**config.mk**
```make
export PLATFORM = sky130hd
export DESIGN_NAME = wdt_core_flat
export DESIGN_NICKNAME = d
export VERILOG_FILES = /design/src/rtl/wdt_core_if.sv /design/src/rtl/wdt_core.sv /design/src/flat_wrapper.sv
export SDC_FILE = /design/constraint.sdc
export NUM_CORES = 1
export LEC_CHECK = 0
export CAP_MARGIN = 40
export CELL_PAD_IN_SITES_DETAIL_PLACEMENT = 1
export CELL_PAD_IN_SITES_GLOBAL_PLACEMENT = 2
export CORE_MARGIN = 2
export CORE_UTILIZATION = 34
export CTS_CLUSTER_SIZE = 20
export DETAILED_ROUTE_END_ITERATION = 10
export GPL_TIMING_DRIVEN = 0
export HOLD_SLACK_MARGIN = 0.02
export PLACE_DENSITY_LB_ADDON = 0.1
export SLEW_MARGIN = 30
export SYNTH_ARGS = -nofsm -noshare
export SYNTH_HDL_FRONTEND = slang
export SYNTH_SLANG_ARGS = --single-unit
```
**constraint.sdc**
```tcl
create_clock -name clk_i -period 2.57 [get_ports clk_i]
set_clock_uncertainty 0.15 [all_clocks]
set_input_delay 0.514 -clock clk_i [delete_from_list [all_inputs] [get_ports clk_i]]
set_output_delay 0.514 -clock clk_i [all_outputs]
set_load 0.01 [all_outputs]
```
**src/rtl/wdt_core_if.sv**
```systemverilog
// Register-side bundle between the watchdog AXI wrapper and wdt_core.
// The wrapper (master) drives the control levels; the core (slave) returns status.
interface wdt_core_if #(
  parameter int CNT_W = 32
);
  logic             wden;
  logic             wdlive;
  logic [CNT_W-1:0] wtocnt;
  logic             wto;
  logic [CNT_W-1:0] wdt_cnt;

  modport master (output wden, wdlive, wtocnt, input  wto, wdt_cnt);
  modport slave  (input  wden, wdlive, wtocnt, output wto, wdt_cnt);
endinterface

```
**src/rtl/wdt_core.sv**
```systemverilog
// Watchdog core: counts prescaled ticks while enabled, raises a registered
// timeout flag once the count passes the threshold latched at enable/kick.
module wdt_core #(
  parameter int PRESCALE = 1,
  parameter int CNT_W    = 32
) (
  input  logic       clk_i,
  input  logic       rst_i,
  wdt_core_if.slave  bus
);
  localparam int            PW   = (PRESCALE > 1) ? $clog2(PRESCALE) : 1;
  localparam logic [PW-1:0] PMAX = PW'(PRESCALE - 1);

  typedef enum logic [1:0] {IDLE, COUNT, TIMEOUT} state_e;

  state_e           state_q, state_d;
  logic [CNT_W-1:0] cnt_q, cnt_d;
  logic [CNT_W-1:0] thr_q, thr_d;
  logic [PW-1:0]    pcnt_q, pcnt_d;
  logic             wto_q, wto_d;
  logic             wdlive_q;
  logic             kick, tick;

  assign kick = bus.wdlive & ~wdlive_q;
  assign tick = (pcnt_q == PMAX);

  always_ff @(posedge clk_i or posedge rst_i) begin
    if (rst_i) begin
      state_q  <= IDLE;
      cnt_q    <= '0;
      thr_q    <= '0;
      pcnt_q   <= '0;
      wto_q    <= 1'b0;
      wdlive_q <= 1'b0;
    end else begin
      state_q  <= state_d;
      cnt_q    <= cnt_d;
      thr_q    <= thr_d;
      pcnt_q   <= pcnt_d;
      wto_q    <= wto_d;
      wdlive_q <= bus.wdlive;
    end
  end

  // Disable outranks kick, which outranks tick/timeout, in every state.
  always_comb begin
    state_d = state_q;
    cnt_d   = cnt_q;
    thr_d   = thr_q;
    pcnt_d  = pcnt_q;
    wto_d   = wto_q;
    if (!bus.wden) begin
      state_d = IDLE;
      cnt_d   = '0;
      pcnt_d  = '0;
      wto_d   = 1'b0;
    end else begin
      case (state_q)
        IDLE: begin
          state_d = COUNT;
          cnt_d   = '0;
          pcnt_d  = '0;
          thr_d   = bus.wtocnt;
        end
        COUNT: begin
          if (kick) begin
            cnt_d  = '0;
            pcnt_d = '0;
            thr_d  = bus.wtocnt;
          end else begin
            pcnt_d = tick ? '0 : pcnt_q + PW'(1);
            // Compare before increment so cnt saturates at thr and never wraps.
            if (tick) begin
              if (cnt_q == thr_q) begin
                state_d = TIMEOUT;
                wto_d   = 1'b1;
              end else begin
                cnt_d = cnt_q + CNT_W'(1);
              end
            end
          end
        end
        TIMEOUT: begin
          if (kick) begin
            state_d = COUNT;
            cnt_d   = '0;
            pcnt_d  = '0;
            thr_d   = bus.wtocnt;
            wto_d   = 1'b0;
          end
        end
        default: begin
          state_d = IDLE;
          cnt_d   = '0;
          pcnt_d  = '0;
          wto_d   = 1'b0;
        end
      endcase
    end
  end

  assign bus.wto     = wto_q;
  assign bus.wdt_cnt = cnt_q;
endmodule

```
**src/flat_wrapper.sv**
```systemverilog
// flat-port wrapper written by rule: the top's interface ports become plain ports
module wdt_core_flat 
#(
  parameter int PRESCALE = 1,
  parameter int CNT_W    = 32
)
  (clk_i, rst_i, bus_wden, bus_wdlive, bus_wtocnt, bus_wto, bus_wdt_cnt);
  wdt_core_if #(.CNT_W(CNT_W)) bus_i ();
  input  logic clk_i;
  input  logic rst_i;
  input wire logic [$bits(bus_i.wden)-1:0] bus_wden;
  input wire logic [$bits(bus_i.wdlive)-1:0] bus_wdlive;
  input wire logic [$bits(bus_i.wtocnt)-1:0] bus_wtocnt;
  output wire logic [$bits(bus_i.wto)-1:0] bus_wto;
  output wire logic [$bits(bus_i.wdt_cnt)-1:0] bus_wdt_cnt;
  assign bus_i.wden = bus_wden;
  assign bus_i.wdlive = bus_wdlive;
  assign bus_i.wtocnt = bus_wtocnt;
  assign bus_wto = bus_i.wto;
  assign bus_wdt_cnt = bus_i.wdt_cnt;
  wdt_core #(.PRESCALE(PRESCALE), .CNT_W(CNT_W)) u_core (.clk_i(clk_i), .rst_i(rst_i), .bus(bus_i));
endmodule
```
### Word level (Yosys, flattened, before mapping)

Cells that the tools add are included.

* output and inout bits: 33
* bits in registers: 69
* logic and storage cells: 52

* multiplexer cells: 24
* equal/unequal tests: 11
* $add $sub $neg: 2
* reduce and logical (&&, ||, !) cells: 7
* bitwise logic cells: 2

Operator list (count)
* $mux W32: 6
* $pmux W32 S2: 2
* $add A32 B1 Y32 const B: 1
* $eq A32 B32 Y1: 1
* $mux W2: 5
* $mux W1: 8
* $ne A3 B2 Y1 const B: 2
* $ne A3 B3 Y1 const B: 2
* $pmux W2 S3: 1
* $reduce_and A3 Y1: 2
* $reduce_and A5 Y1: 1
* $ne A4 B3 Y1 const B: 1
* $ne A4 B4 Y1 const B: 1
* $reduce_and A4 Y1: 1
* $pmux W1 S3: 1
* $eq A2 B1 Y1 const B: 1
* $eq A2 B2 Y1 const B: 1
* $logic_not A2 Y1: 1
* $ne A2 B1 Y1 const B: 1
* $ne A2 B2 Y1 const B: 1
* $pmux W1 S2: 1
* $reduce_bool A2 Y1: 1
* $reduce_or A2 Y1: 1
* $add A1 B1 Y1 const B: 1
* 2 further kinds: 2

### Longest topological paths before layout

* word-level depth: 6
* gate-level depth with buffers: 9
* depth with buffers taken out: 7

### Worst setup path after synthesis

No wires, ideal clock.

* kind: register to register
* from: register u_core.cnt_q[6], in the netlist u_core.bus.wdt_cnt[6]
* to: register u_core.cnt_q[20], in the netlist u_core.bus.wdt_cnt[20]
* data arrival time: 1871 ps
* clock period less this slack: 2156 ps
* buffers on the path: 3
* setup time: 134 ps
* cell stages (with the launch flop): 10
* setup slack: 414 ps
* path through: dfrtp_1 buf_2 xor2_1 nor4_2 nand4_1 nor3_4 or2_1 buf_4 buf_6 o31ai_2

* word-level cells in the longest chain between the ends: 6

RTL lines
* from (decl): line wdt_core.sv:17 `logic [CNT_W-1:0] cnt_q, cnt_d;`
* from (signal assigned): line wdt_core.sv:37 `cnt_q <= cnt_d;`
* $add A32 B1 Y32: line wdt_core.sv:78 `cnt_d = cnt_q + CNT_W'(1);`
* $mux W32: line wdt_core.sv:74 `if (cnt_q == thr_q) begin`
* $mux W32: line wdt_core.sv:73 `if (tick) begin`
* $mux W32: line wdt_core.sv:66 `if (kick) begin`
* $pmux W32 S2: line wdt_core.sv:58 `case (state_q)`
* $mux W32: line wdt_core.sv:52 `if (!bus.wden) begin`

Several ways; a longest one is shown, not always the timed one. The select of a mux whose other input is x is not followed.
A chain may end at the register's enable or synchronous reset.

### Final worst setup path

* from: register u_core.cnt_q[7], in the netlist u_core.bus.wdt_cnt[7]
* to: register u_core.cnt_q[28], in the netlist u_core.bus.wdt_cnt[28]

Same word-level chain as after synthesis.

==> impl_results.md <==
* Vias in the first global route at 3518
* Placed insts at 579
* Row cnt at 38
* Unrepaired setup endpoints after global routing: true
* Chip Width at 110 microns
* Antenna violations before repair at 0
* Pre-Repair DR Iteration Count at 4
* Routed wire length per instance at 21.0 microns
* Final setup violation count at 0
* Reg2Reg Setup Slack at 70 ps
* Most common flop cell mapped by yosys: dfrtp_1
* Via-to-Cell Ratio at 5.49
* Final setup TNS at 0 ps
* CP peak stage delay at 470 ps
* CTS Hold Bufs at 0
* Reg-to-Reg End: u_core.bus.wdt_cnt[28]
* Io pins at 69
* Largest net degree at the start of global routing at 40
* Worst-skew pair later-pin latency at 340 ps
* Slew of the pin with the lowest slew margin at 637 ps
* Critical path endpoint category: register
* Placer Congestion at 0.768
* H-tree Lvls at 3
* Netlist cell types at 48
* Post-synth EDFFs at 0
* Post-synthesis mux area share at 0.0990
* Fin cells at 601
* Largest family of logic cells by synthesized area: compound AO/OA/AOI/OAI gates
* Number of CTS-inserted buffers at 9
* MaxCap Viol Count at 0
* Clock Tree Buf Depth at 2
* Total power at 3.50 mW
* Area share of fa/ha/maj cells after synthesis at 0.0130
* Pwr/cell area at 675 nW/um^2
* Worst hold slack at 375 ps
* Asr flop ratio synth at 1.00
* Die Y at 110 microns
* Synth cell count leaders: 68 x dfrtp_1, 33 x mux2_2, 32 x xor2_1
* Sum of buffers and inverters on the critical path at 2
* Period utilisation layout at 0.974
* Outcome: complete, no violations
* CP Launch Type: register
* Min Tclk post-route at 2500 ps
* First DRT Iteration DRCs at 161
* Most common cell in the netlist: dfrtp_1
* Worst setup path category: register to register
* Layout cell share with drive strength beyond 1 at 0.226
* Initial Util at 0.353
* Area growth syn-to-layout at 34.5%
* Area leader, netlist: dfrtp_1
* Lkg Pwr at 2.37 nW
* Post-synth top area share at 0.441
* Synth Area in Compound Gates at 0.169
* FF-to-FF Start: u_core.bus.wdt_cnt[7]
* Synth Cell Area at 3850 sq um
* Worst-path fanout max at 10
* Core area at 10900 sq um
* Routed Antenna Nets at 0
* Synthesis Warnings at 0
* Critical path arrival at 2560 ps
* Buffers added on ports at 68
* Final HPWL DP at 8990 microns
* # diodes at 0
* Crit path cell chain: xor2_1 > nor4_2 > nand3_1 > nor3_4 > or2_1 > buf_4 > buf_6 > o31ai_2
* Overflow after GRT at 0
* Fmax at 0.400 GHz
* Max VDD drop at 0.295 mV
* #FFs+latches synth at 68
* XOR/XNOR Fraction of Synth Area at 0.0727
* Delay-heaviest family, CP: simple AND/OR/NAND/NOR gates
* Reg2reg path depth at 8
* Sequential area share after synthesis at 0.441
* Final Max Slew Viols at 0
* Fin nets at 496
* Simple-Gate Fraction of Synth Area at 0.158
* Cells after Synth at 370
* Die ar. at 12200 sq um
* Clock root buffer: clkbuf_16
* Layout fillers at 1195
* Critical-path top delay cell: dfrtp_1
* Final wirelength at 12600 microns
* Vias at 3299
* First-pass GRT wire length at 19900 microns
* Hold Vio Cnt, Final at 0
* Area contributors post-synth: dfrtp_1 44%, mux2_2 9.6%, xor2_1 7.3%
* Min-Delay Path Class: input pin to asynchronous set/reset pin
* Syn Area/Cell at 10.4 sq um
* Rel. slew slack at 0.575
* CTS tree: built
* # clock sinks at 68
* Residual DRC count at 0
* Worst path required time at 2620 ps
* CTS clk-pin slew, worst paths at 60 ps
* Syn nets at 410
* All-Layer GR Usage at 0.210
repair_timing:
| item | in CTS | in global routing |
|---|---|---|
| setup endpoints to repair | 29 | 63 |
| gates resized for setup | 3 | 16 |
| pin swaps | 5 | 6 |
| buffers inserted | 1 | 6 |
stage by stage:
step | cell area, sq um | setup slack, ps | utilization
2_1_floorplan | 3850 | 194 | -
3_3_place_gp | 4710 | -1160 | 0.431
3_5_place_dp | 4730 | -395 | 0.433
4_1_cts | 5070 | 13.5 | 0.464
5_1_grt | 5180 | -109 | 0.474
6_report | 5180 | 67.3 | 0.474
worst reg2reg max path, delay by kind of cell (launching register included):
family,cells,cell delay (ps)
buf+inv,2,350
simple gates,4,1090
compound gates,1,90
flops,1,470
xor+xnor,1,210
cells in the final DEF (no fill, tap or decap), drive strengths merged, types with 10 or more instances in the layout:
| master | netlist | routed |
|---|---|---|
| inv | 10 | 10 |
| clkbuf | 7 | 21 |
| nand2 | 25 | 25 |
| clkdlybuf4s50 | 0 | 67 |
| a21oi | 14 | 14 |
| mux2 | 33 | 33 |
| nor4 | 13 | 13 |
| nor2 | 20 | 20 |
| o31ai | 39 | 39 |
| buf | 18 | 23 |
| xor2 | 32 | 32 |
| nand3 | 16 | 16 |
| and3 | 10 | 10 |
| dfrtp | 68 | 68 |
registers in the layout (all words and copies together), names as in the netlist:
register / count
u_core.bus.wto: 1
u_core.state_q: 2
u_core.bus.wdt_cnt: 32
u_core.wdlive_q: 1
u_core.thr_q: 32
where the power goes:
part / switching [mW] / leakage [nW] / internal (mW)
Combinational: 0.343 / 1.35 / 0.372
Clock: 0.484 / 0.153 / 0.875
Sequential: 0.150 / 0.867 / 1.27
how the worst max path moves through the flow:
| stage | from | to | slack [ps] | cells after the start |
|---|---|---|---|---|
| floorplan | rst_i | u_core.bus.wdt_cnt[0] | 190 | 1 |
| global placement | rst_i | u_core.state_q[0] | -1160 | 2 |
| detailed placement | bus_wdlive | u_core.bus.wdt_cnt[9] | -390 | 8 |
| CTS | bus_wden | u_core.bus.wdt_cnt[29] | 10 | 8 |
| global route | u_core.bus.wdt_cnt[16] | u_core.bus.wdt_cnt[29] | -110 | 8 |
| finish | u_core.bus.wdt_cnt[7] | u_core.bus.wdt_cnt[28] | 70 | 8 |
kinds of logic after synthesis:
family,Yosys count
simple gates,110
compound gates,87
flops,68
buf+inv,35
mux,34
xor+xnor,32
fa+ha+maj,4
area by class of cell:
| class | count | area (sq um) | area share |
|---|---|---|---|
| sequential | 68 | 1710 | 0.329 |
| multi-input combinational | 267 | 2020 | 0.389 |
| clock buffer | 12 | 246 | 0.0475 |
| clock inverter | 4 | 72.6 | 0.0140 |
| buffer | 24 | 145 | 0.0280 |
| inverter | 10 | 40.0 | 0.00772 |
| timing repair buffer | 76 | 781 | 0.151 |
| tap | 140 | 175 | 0.0338 |
routing by layer:
layer | up-vias | GRT usage | wire length (microns)
met3 | 9 | 0.0379 | 366
met1 | 1689 | 0.289 | 6040
met5 | - | 0 | 0
li1 | 1537 | - | -
met4 | 0 | 0.0550 | 124
met2 | 64 | 0.341 | 6090
No activity file was read; power rests on OpenSTA's default activity.
==> variant 1: new RTL, config.mk and constraints unchanged <==
`CNT_W` is set to 32 in 3 places; all go to 48.
--- a/src/rtl/wdt_core_if.sv
+++ b/src/rtl/wdt_core_if.sv
@@ -1,7 +1,7 @@
 // Register-side bundle between the watchdog AXI wrapper and wdt_core.
 // The wrapper (master) drives the control levels; the core (slave) returns status.
 interface wdt_core_if #(
-  parameter int CNT_W = 32
+  parameter int CNT_W = 48
 );
   logic             wden;
   logic             wdlive;
--- a/src/rtl/wdt_core.sv
+++ b/src/rtl/wdt_core.sv
@@ -2,7 +2,7 @@
 // timeout flag once the count passes the threshold latched at enable/kick.
 module wdt_core #(
   parameter int PRESCALE = 1,
-  parameter int CNT_W    = 32
+  parameter int CNT_W    = 48
 ) (
   input  logic       clk_i,
   input  logic       rst_i,
--- a/src/flat_wrapper.sv
+++ b/src/flat_wrapper.sv
@@ -2,7 +2,7 @@
 module wdt_core_flat 
 #(
   parameter int PRESCALE = 1,
-  parameter int CNT_W    = 32
+  parameter int CNT_W    = 48
 )
   (clk_i, rst_i, bus_wden, bus_wdlive, bus_wtocnt, bus_wto, bus_wdt_cnt);
   wdt_core_if #(.CNT_W(CNT_W)) bus_i ();
Ports: changed (resized bus_wdt_cnt and bus_wtocnt); port bits go from 69 to 101. No check against the original RTL was run, so the function may have changed too.
==> variant 1 against the original RTL <==
  * Area after synthesis increased by 42%
  * Wire length is 56% higher
  * Sequential cell count grew 32
  * The flow now finishes with violations (setup timing)
  * Total power grew 44%
  * Worst setup slack worse by 0.13 ns
  * Sequential power up 54%
  * Cell area is 55% higher
  * Hold slack lost 0.0016 ns
==> variant 1: results (changes against the original RTL) <==
stage	metric	value	unit	change
status	outcome	complete, but fails checks		
status	violations	setup timing		
placement	place_ws	-0.893	ns	-0.499 ns
yosys	ys_types	52		+8.3%
setup_path	crit_fanout	8		-2
global_route	use_met1	0.327		+0.0382
placement	placed_cell_area	6850	um2	+45%
timing	finalSetupViolations	43		+43
routing	drt-met1-wl	9.27	mm	+54%
setup_path	ff2ff_path_depth	11		+3
routing	vias	4869		+48%
timing	worstMarginPinSlew	0.824	ns	+0.187 ns
global_route	grt_max_degree	29		-28%
global_route	first_global_vias	5078		+44%
power	p_leak	3.17	nW	+34%
cells_and_area	nFillCells	1687		+41%
routing	initialDrtViolationCount	265		+65%
cells_and_area	final_nets	724		+46%
placement	dp_hpwl	14.0	mm	+55%
yosys	synthTopCellsByArea	dfrtp_1 (46%), mux2_2 (9.9%), xnor2_1 (5.9%), o31ai_1 (4.1%), o21ai_0 (4.0%)		
cells_and_area	final_cell_area	8030	um2	+55%
worst_hold_path	hold_path.class	flop to flop		
routing	dr_wl_met2	9.30	mm	+53%
global_route	track_usage	0.235		+0.0250
setup_path	cp.arrival	2.70	ns	+0.14 ns
cells_and_area	drive_gt1_frac	0.307		+0.0814
timing	fin_setup_tns	-1.41	ns	-1.41 ns
power	ir_worst_vdd	0.000333	V	+13%
yosys	synthesis.nets	587		+43%
worst_hold_path	min_from	u_core.bus.wdt_cnt[6]		
global_route	grt_pass1_wl	29.7	mm	+49%
placement	place.gp.congestion	0.860		+12%
setup_path	setup.worst_path.end	u_core.bus.wdt_cnt[14]		
yosys	ys_seq_area_frac	0.458		+0.0169
worst_hold_path	whs_path_depth	1		
global_route	grt_use_met3	0.0305		-0.00733
timing	layout_setup_ws	-0.0615	ns	-0.129 ns
routing	wl_per_cell	22.1	um	+5.4%
routing	dr_wl_met3	806	um	+120%
cells_and_area	diodes	0		unchanged
cts	cts_max_level	3		unchanged
timing	whs	0.373	ns	-0.00156 ns
placement	portBuffers	100		+47%
routing	drt_first_pass_iters	5		+1
yosys	synth_commonest_cells	dfrtp_1 (100), mux2_2 (48), o21ai_0 (44)		
global_route	gr-usage-met2	0.388		+0.0468
variant 1: final cells by class:
class                   instances  area share
clock inverters                 2     0.00748
repair buffers                135       0.179
flip-flops and latches        100       0.315
well taps                     216      0.0337
inverters                      15     0.00748
clock buffers                  12      0.0307
plain buffers                  24      0.0287
multi-input cells             383       0.399
variant 1: power by group:
group	leakage [nW]	internal (mW)	switching [mW]
Combinational	1.77	0.772	0.594
Clock	0.149	0.872	0.609
Sequential	1.25	1.90	0.277
variant 1: metrics by stage:
stage | std cells | power (mW)
6_report | 887 | 5.03
2_1_floorplan | 531 | 2.92
4_1_cts | 877 | 4.96
3_3_place_gp | 847 | 3.30
5_1_grt | 887 | 5.28
3_5_place_dp | 853 | 3.38
variant 1: worst max-delay path: stages, from the launching register on:
cell and delay (ns):
dfrtp_1 0.38, buf_2 0.19, xnor2_2 0.16, nand4_1 0.14, nor4_4 0.38, nand4_1 0.14, buf_4 0.18, o21ai_4 0.19
nand2b_4 0.20, buf_12 0.15, buf_12 0.14, o41ai_2 0.09
variant 1: kinds of logic (layout without fill, tap and decap cells):
kind of cell | Yosys count | count (layout) | share of synthesized area
flops | 100 | 100 | 0.458
buf+inv | 48 | 188 | 0.0486
mux | 48 | 48 | 0.0990
compound gates | 133 | 133 | 0.164
simple gates | 160 | 160 | 0.160
xor+xnor | 38 | 38 | 0.0610
fa+ha+maj | 4 | 4 | 0.00917
variant 1: repair_timing:
item / 4_1_cts / 5_1_grt
buffers inserted: 16 / 7
cloned: 1 / 4
setup endpoints to repair: 71 / 60
pin swaps: 9 / 25
gates resized for setup: 42 / 98
==> variant 2: new RTL, same settings <==
Made on the original files. Encoding of `state_e`: now one-hot (3 bits for 3 states).
--- a/src/rtl/wdt_core.sv
+++ b/src/rtl/wdt_core.sv
@@ -11,7 +11,7 @@
   localparam int            PW   = (PRESCALE > 1) ? $clog2(PRESCALE) : 1;
   localparam logic [PW-1:0] PMAX = PW'(PRESCALE - 1);
 
-  typedef enum logic [1:0] {IDLE, COUNT, TIMEOUT} state_e;
+  typedef enum logic [2:0] {IDLE = 3'b001, COUNT = 3'b010, TIMEOUT = 3'b100} state_e;
 
   state_e           state_q, state_d;
   logic [CNT_W-1:0] cnt_q, cnt_d;
Behaviour: no difference found for any inputs over 10 cycles, from zero or initial values and one cycle with rst_i high; not proved beyond that.
==> variant 2 against the original RTL <==
  * Non-clock buffer count is 2 lower
  * Cell area is 4.1% lower
  * Total power is 8.5% lower
  * Wire length is 8.4% lower
  * First-iteration DRC count is 24% lower
  * Global-route usage hardly changed
  * Worst setup slack better by 0.040 ns
  * Area after synthesis is 4.9% lower
  * Synthesized cell count is 3.5% lower
  * Sequential share of layout area is 2.0 points higher
  * Sequential cell count is 1 higher
  * Critical endpoint is now u_core.bus.wdt_cnt[15]
==> variant 2: results (changes against the original RTL) <==
stage	metric	value	unit	change
timing	worstMarginPinSlew	0.772	ns	+0.135 ns
status	outcome	finished clean		
yosys	synthesis.nets	394		-3.9%
cts	cts_setup_buffers	5		+4
power	ir_worst_vdd	0.000355	V	+20%
routing	initialDrtViolationCount	122		-24%
yosys	synth_commonest_cells	dfrtp_1 (68), o21ai_0 (33), mux2_2 (32)		
routing	wl_per_cell	19.6	um	-6.6%
cts	path_clk_slew	0.08	ns	+0.02 ns
routing	dr_wl_met3	391	um	+6.8%
cells_and_area	drive_gt1_frac	0.205		-0.0203
global_route	first_global_vias	3313		-5.8%
power	p_switching	0.919	mW	-5.9%
global_route	track_usage	0.209		-0.000386
placement	place_inst	562		-2.9%
yosys	ys_types	52		+8.3%
cells_and_area	final_cells	589		-2.0%
global_route	gr-usage-met2	0.329		-0.0123
cts	post_cts_resize_count	9		+6
setup_path	r2r_end	u_core.bus.wdt_cnt[15]		
setup_path	ff2ff_setup_slack	0.11	ns	+0.04 ns
yosys	ys.flop_type	dfrtp_1		
setup_path	crit_start	u_core.bus.wdt_cnt[29]		
timing	whs	0.193	ns	-0.182 ns
yosys	ys_seq_area_frac	0.471		+0.0301
global_route	grt_use_met3	0.0285		-0.00942
cts	cts_root_buf	clkbuf_8		
routing	drt-met1-wl	5.46	mm	-9.5%
routing	dr_wl_met2	5.44	mm	-11%
cells_and_area	final_nets	485		-2.2%
power	p_leak	1.98	nW	-17%
setup_path	cp_slowest_cell	dfrtp_2		
routing	vias_per_cell	5.50		+0.24%
worst_hold_path	hold_path.class	input pin to flop		
timing	period_share	0.958		-0.0154
yosys	avgSynthCellArea	10.3	um2	-1.5%
setup_path	cp.arrival	2.53	ns	-0.03 ns
global_route	use_met1	0.297		+0.00882
placement	dp_hpwl	8.57	mm	-4.6%
floorplan	die_area	11600	um2	-4.8%
yosys	synthTopCellsByArea	dfrtp_1 (46%), mux2_2 (9.8%), xnor2_1 (5.5%), o21ai_0 (4.5%), o31ai_1 (4.1%)		
setup_path	ff2ff_path_depth	7		-1
placement	place.gp.congestion	0.810		+5.4%
## variant 2: cell count changes after synthesis, moves of 4 or more
cell,change
a211o_1,-4
a21oi_1,-6
buf_2,-7
inv_1,-5
nand2b_1,+8
nand4_1,+10
nor2b_1,+4
nor4_1,-8
o21ai_0,+29
o31ai_1,-9
o31ai_2,-10
xnor2_1,+23
xor2_1,-30
## variant 2: cell type report
class                      count  area (um2)
fill                        1160        5440
multi-input combinational    265        1900
sequential                    69        1740
timing repair buffer          82         813
tap                          136         170
clock buffer                  10         138
buffer                        16         113
clock inverter                 6        86.3
inverter                       5        21.3
## variant 2: worst register-to-register path, delay by kind of cell, from the launching register on
family	cells	cell delay, ns
AND/OR/NAND/NOR	2	0.58
AO/OA/AOI/OAI	3	0.81
buffers and inverters	2	0.32
flip-flops	1	0.48
## variant 2: power by group through the flow
stage	registers [mW]	clock network [mW]	logic, mW
finish	1.47	1.02	0.710
global route	1.51	1.09	0.775
CTS	1.48	1.04	0.712
detailed placement	1.50	0	0.700
global placement	1.49	0	0.680
floorplan	1.43	0	0.511
## variant 2: kinds of logic (layout without fill, tap and decap cells)
| family | count (synthesis) | in the layout | share of synthesized area |
|---|---|---|---|
| AOI/OAI and AO/OA | 85 | 85 | 0.151 |
| xor gates and xnor gates | 25 | 25 | 0.0597 |
| adders and majority gates | 1 | 1 | 0.00341 |
| buffers and inverters | 23 | 119 | 0.0300 |
| DFF | 69 | 69 | 0.471 |
| muxes | 32 | 32 | 0.0983 |
| and+or+nand+nor | 122 | 122 | 0.186 |
## variant 2: metrics by stage
| step | utilization | instance area [um2] |
|---|---|---|
| CTS | 0.466 | 4860 |
| detailed placement | 0.436 | 4540 |
| global route | 0.477 | 4970 |
| global placement | 0.434 | 4520 |
| finish | 0.477 | 4970 |
| floorplan | - | 3660 |
